<file path="src/rtl/decoder_pipe.sv">
// decoder_pipe: registered SEL_W-to-2**SEL_W decoder with valid/ready on
// both sides. Modes: one-hot, thermometer, and a multi-cycle scan that
// emits one-hot words from sel up to the top index, one per handshake.
//
// state | meaning
// ------+----------------------------------------------------------------
// IDLE  | accepting requests; output register holds at most one word
// SCAN  | scan in progress; cnt is the index of the word now presented
module decoder_pipe #(
  parameter int SEL_W      = 3,
  parameter int ACTIVE_LOW = 0
) (
  input  logic                  clk,
  input  logic                  reset,
  input  logic                  in_valid,
  output logic                  in_ready,
  input  logic [SEL_W-1:0]      sel,
  input  logic [1:0]            mode,
  output logic                  out_valid,
  input  logic                  out_ready,
  output logic [2**SEL_W-1:0]   dec_out,
  output logic                  out_last
);

  localparam int OUT_W = 2**SEL_W;
  localparam logic [OUT_W-1:0] ONE = {{(OUT_W-1){1'b0}}, 1'b1};
  // XOR mask applied when loading dec_out; also the reset value.
  localparam logic [OUT_W-1:0] POL = (ACTIVE_LOW != 0) ? {OUT_W{1'b1}} : {OUT_W{1'b0}};

  typedef enum logic {
    IDLE = 1'b0,
    SCAN = 1'b1
  } state_t;

  state_t            state;
  logic [SEL_W-1:0]  cnt;
  logic [SEL_W-1:0]  cnt_nxt;
  logic              in_fire;
  logic              out_fire;

  function automatic logic [OUT_W-1:0] one_hot(input logic [SEL_W-1:0] idx);
    one_hot = ONE << idx;
  endfunction

  // Bits 0..idx set: the one-hot bit ORed with every bit below it.
  function automatic logic [OUT_W-1:0] thermo(input logic [SEL_W-1:0] idx);
    logic [OUT_W-1:0] m;
    m      = one_hot(idx);
    thermo = m | (m - ONE);
  endfunction

  // Accept only in IDLE when the single output slot is free or being freed.
  assign in_ready = (state == IDLE) & (~out_valid | out_ready);
  assign in_fire  = in_valid & in_ready;
  assign out_fire = out_valid & out_ready;
  // Never used at the top index (out_last ends the scan first), so no wrap.
  assign cnt_nxt  = cnt + {{(SEL_W-1){1'b0}}, 1'b1};

  // Request FSM with the output word, last flag and scan counter registered.
  always_ff @(posedge clk or posedge reset) begin
    if (reset) begin
      state     <= IDLE;
      cnt       <= '0;
      out_valid <= 1'b0;
      out_last  <= 1'b0;
      dec_out   <= POL;
    end else begin
      case (state)
        IDLE: begin
          if (in_fire) begin
            out_valid <= 1'b1;
            case (mode)
              2'b01: begin
                dec_out  <= thermo(sel) ^ POL;
                out_last <= 1'b1;
              end
              2'b10: begin
                cnt      <= sel;
                dec_out  <= one_hot(sel) ^ POL;
                out_last <= &sel;
                if (!(&sel)) state <= SCAN;
              end
              default: begin
                dec_out  <= one_hot(sel) ^ POL;
                out_last <= 1'b1;
              end
            endcase
          end else if (out_fire) begin
            out_valid <= 1'b0;
          end
        end
        SCAN: begin
          if (out_fire) begin
            if (out_last) begin
              state     <= IDLE;
              out_valid <= 1'b0;
            end else begin
              cnt      <= cnt_nxt;
              dec_out  <= one_hot(cnt_nxt) ^ POL;
              out_last <= &cnt_nxt;
            end
          end
        end
        default: state <= IDLE;
      endcase
    end
  end

endmodule

</file>
<file path="config.mk">
export PLATFORM = sky130hd
export DESIGN_NAME = decoder_pipe
export DESIGN_NICKNAME = d
export VERILOG_FILES = /design/src/rtl/decoder_pipe.sv
export SDC_FILE = /design/constraint.sdc
export NUM_CORES = 1
export LEC_CHECK = 0
export CAP_MARGIN = 20
export CORE_MARGIN = 2
export CORE_UTILIZATION = 49
export DETAILED_ROUTE_END_ITERATION = 6
export GPL_ROUTABILITY_DRIVEN = 0
export PLACE_DENSITY = 0.83
export SLEW_MARGIN = 20
export SYNTH_ARGS = -nofsm -noshare
export SYNTH_HDL_FRONTEND = slang
export SYNTH_SLANG_ARGS = --single-unit
</file>
<file path="constraint.sdc">
create_clock -name clk -period 2 [get_ports clk]
set_input_delay 0.2 -clock clk [delete_from_list [all_inputs] [get_ports clk]]
set_output_delay 0.2 -clock clk [all_outputs]
set_load 0.1 [all_outputs]
</file>
Word level (Yosys, flattened, before mapping) --
Cells that the tools add are included.
Storage, ports and cells: register bits 14, output and inout bits 11, logic and storage cells 56
Cells by class: $add $sub $neg 2, equal/unequal tests 8, shifts and indexed selects 2, muxes and demuxes 26, bitwise gates (word level) 7, reductions and logical operators 6
Operators with widths (number):
- 8-bit two-way mux | 4
- 8-bit case mux with 2 select lines | 1
- 1-bit by 3-bit << shifter with 8-bit output (first input constant) | 2
- 1-bit two-way mux | 13
- 3-bit two-way mux | 4
- 3-bit AND reduction | 4
- 8-bit OR | 1
- 8-bit by 1-bit subtractor with 8-bit output (second input constant) | 1
- 2-bit inequality test (second input constant) | 3
- 1-bit case mux with 2 select lines | 3
- 3-bit case mux with 2 select lines | 1
- 2-bit by 1-bit inequality test with 1-bit output (second input constant) | 2
- 4-bit AND reduction | 1
- 3-bit by 1-bit adder with 3-bit output (second input constant) | 1
- 1-bit bitwise AND | 3
- 3-bit inequality test (second input constant) | 1
- 2-bit by 1-bit equality test with 1-bit output (second input constant) | 1
- 2-bit equality test (second input constant) | 1
- 1-bit NOT | 2
- 2-bit AND reduction | 1
- 1-bit OR | 1

Depth between registers and ports, before layout --
depth in word-level cells 6, gate-level depth with buffers 5, gate-level depth less buffers 5

Least setup slack after synthesis --
No wires, ideal clock.
path type flip-flop to output port, start point register out_valid, end point output port in_ready, arrival time 2409 ps, required time 1800 ps, setup slack -609 ps, cell stages (with the launch flop) 3, buffers on the path 0, cell sequence dfrtp_1 > and2b_1 > nor2_1
On the way: cells in the longest elaborated chain, start to end 3
RTL lines:
- start, declared | line 19 | output logic out_valid,
- start signal, assigned | line 64 | out_valid <= 1'b0;
- start signal, assigned | line 71 | out_valid <= 1'b1;
- start signal, assigned | line 89 | out_valid <= 1'b0;
- 1-bit NOT | line 53 | assign in_ready = (state == IDLE) & (~out_valid | out_ready);
- 1-bit OR | line 53
- 1-bit bitwise AND | line 53
- end, declared | line 16 | output logic in_ready,
Every way passes these cells.

Worst setup path after layout --
start point register state, end point register cnt[1]
On the way: cells in the longest elaborated chain, start to end 5, elaborated cells on any way between the ends 9
RTL lines:
- start, declared | line 35 | state_t state;
- start signal, assigned | line 62 | state <= IDLE;
- start signal, assigned | line 81 | if (!(&sel)) state <= SCAN;
- start signal, assigned | line 95 | state <= IDLE;
- 1-bit NOT
- 1-bit bitwise AND | line 53
- 1-bit bitwise AND | line 54 | assign in_fire = in_valid & in_ready;
- 2-bit inequality test (no line)
- 4-bit AND reduction (no line)
- end signal, assigned | line 78 | cnt <= sel;
- end signal, assigned | line 98 | cnt <= cnt_nxt;
- end, declared | line 36 | logic [SEL_W-1:0] cnt;
Several ways; a longest one is shown, not always the timed one. A chain may end at the register's enable or synchronous reset.

==> out/summary.txt <==
Final TNS setup: 0 ns
Multi-input gate area: 546 um2
Slew Viols, Final: 0
top-count cell post-synth: dfrtp_1
Initial Util: 53.3%
most frequent cells after synthesis: 14 x dfrtp_1, 13 x a21oi_1, 11 x nor2_1
clock buffer count from CTS: 3
Cell Area, Synth: 940 um2
r2r endpoint: cnt[1]$_DFFE_PP0P_
post-synthesis cell type count: 37
Required @ worst endpoint: 2.17 ns
initial antenna violation count: 0
Final Cell Area: 1180 um2
crit-path max cell delay: 0.53 ns
Root Buffer: clkbuf_4
Post-synth ARST share: 100%
Main synth FF type: dfrtp_1
Critical Path End Type: flip-flop
CP max stage cell: dfrtp_1
IO Pins: 20
fmax: 578 MHz
Clock Skew: 0.00554 ns
H-tree depth: 1
Placed Area: 1150 um2
R2R Setup Slk: 0.27 ns
CTS tree: done
Seq cells post-synth: 14
RR Startpoint: state$_DFF_PP0_
CTS Hold Bufs: 0
Syn Nets: 122
worst path cell trace: inv_2 -> o32ai_4 -> o21ai_1 -> a22o_1
1st-iter DRT viols: 15
Seq/Total Area, Yosys: 37.3%
number of global-route vias before repair: 745
Final #Nets: 144
HPWL Detailed: 1620 um
RSZ-0062 raised after global routing: no
Hold WC Path Type: in -> async
Total GRT Usage: 21.0%
Post-Route WL: 2160 um
max cap viols: 0
synthesized netlist cell count: 108
Final Hold Fails: 0
first-pass GRT wire length: 3370 um
critical path type: reg -> reg
Mean Syn Cell Area: 8.70 um2
Data arrival, critical path: 1.90 ns
maximum clock path buffer count: 2
DR vias/cell: 5.66
Routed WL per cell: 14.0 um
Post-CTS Resized: 0
Synth Warn #: 0
CTS Sinks: 14
worst slew pin tran: 0.560 ns
via total after detailed routing: 871
P&R area growth vs syn: 26.0%
Die X: 47.8 um
CP Launch Type: flip-flop
layout cell share with drive strength beyond 1: 18.6%
post-route ant nets: 0
number of flops mapped to enable cells by yosys: 0
PortBufs: 19
crit path time final: 1.73 ns
total area of sequential cells: 350 um2
worst rel slew slack: 62.6%
top cells by area, synth: dfrtp_1 37%, a21oi_1 6.9%, ha_1 6.7%
worst-path fanout max: 11
Worst-path clk slew: 0.09 ns
Yosys top cell by area: dfrtp_1
die height: 47.8 um
core box area: 1760 um2
Initial DRT Pass Iterations: 4
latest clock arrival within the worst-skew pair: 0.28 ns
DRC Markers: 0
Tcrit/Tclk final: 86.5%
status: completed
grt total ovfl: 0
R2R depth: 4
die area: 2280 um2
post-CTS setup buffer count: 0
Setup violations, final: 0
Fillers: 162
largest net degree at the start of global routing: 15
Synth top area share: 37.3%
row cnt: 15
ant diodes: 0
## worst max-delay path, delay by kind of cell (launching register included)
| family | cells | cell delay [ns] |
|---|---|---|
| buffers and inverters | 1 | 0.17 |
| AOI/OAI and AO/OA | 3 | 0.93 |
| DFF | 1 | 0.53 |
## per-layer routing
metal	part of all wire [%]	vias up	global-route usage, %
met1	47	397	29.1
met3	5.4	8	6.04
met4	1.8	0	4.32
met5	0	-	0
met2	46	36	32.5
li1	-	430	-
## cell families after synthesis
family / synth area share [%]
and+or+nand+nor: 20.1
AOI/OAI and AO/OA: 26.4
DFF: 37.3
buffers and inverters: 5.46
adders and majority gates: 6.66
xor gates and xnor gates: 1.86
muxes: 2.26
## cell usage in the layout, fill, tap and decap left out
cell	n
o32ai_4	1
a22o_1	1
clkbuf_8	1
nand3b_1	1
buf_12	1
nor2b_1	3
o211ai_1	1
o21ai_1	1
nor2_1	10
mux2i_1	1
inv_2	1
a32oi_1	2
a22oi_1	2
o22a_1	1
nand2b_1	3
nor3_2	1
mux2_2	1
and3_1	1
buf_4	14
xor2_1	1
clkdlybuf4s50_1	8
a21o_1	2
and2b_1	1
nand3_1	3
ha_1	5
dfrtp_1	14
nor3_1	3
a211o_1	1
and4_1	1
inv_1	3
a31oi_1	5
o21a_1	1
xnor2_1	1
nor2_4	1
o21ai_0	6
clkbuf_4	3
a21oi_1	13
nand2_1	9
or3_1	1
## flip-flops by register name, summed over array words and instances (netlist names)
register and cells:
dec_out 8, out_valid 1, cnt 3, state 1
out_last 1
## per-stage QoR
step                hold slack, ns  cells  worst slack, ns  util (%)
global placement             0.479    150            0.269      65.0
CTS                          0.280    154            0.280      67.1
detailed placement           0.494    150            0.158      65.0
floorplan                   0.0892    108           0.0610         -
finish                       0.255    154            0.270      67.1
global route                 0.315    154            0.188      67.1
## area by class of cell
type	count	share of cell area [%]
Clock buffer	4	3.07
Inverter	4	1.27
Multi-Input combinational cell	84	46.1
Sequential cell	14	29.6
Tap cell	25	2.64
Timing Repair Buffer	23	17.3
## how the worst max path moves through the flow
stage | startpoint | to | slack (ns) | depth (start not counted)
after floorplan | out_valid$_DFFE_PP0P_ | dec_out[3]$_DFFE_PP0P_ | 0.06 | 5
after global placement | out_ready | cnt[1]$_DFFE_PP0P_ | 0.27 | 5
after detailed placement | out_ready | cnt[1]$_DFFE_PP0P_ | 0.16 | 5
after CTS | state$_DFF_PP0_ | cnt[1]$_DFFE_PP0P_ | 0.28 | 4
after global routing | state$_DFF_PP0_ | cnt[1]$_DFFE_PP0P_ | 0.19 | 4
final | state$_DFF_PP0_ | cnt[1]$_DFFE_PP0P_ | 0.27 | 4
Power is left out: the tool's default activity adds up to more than one toggle a clock period on the data nets, which glitch-free logic cannot reach.
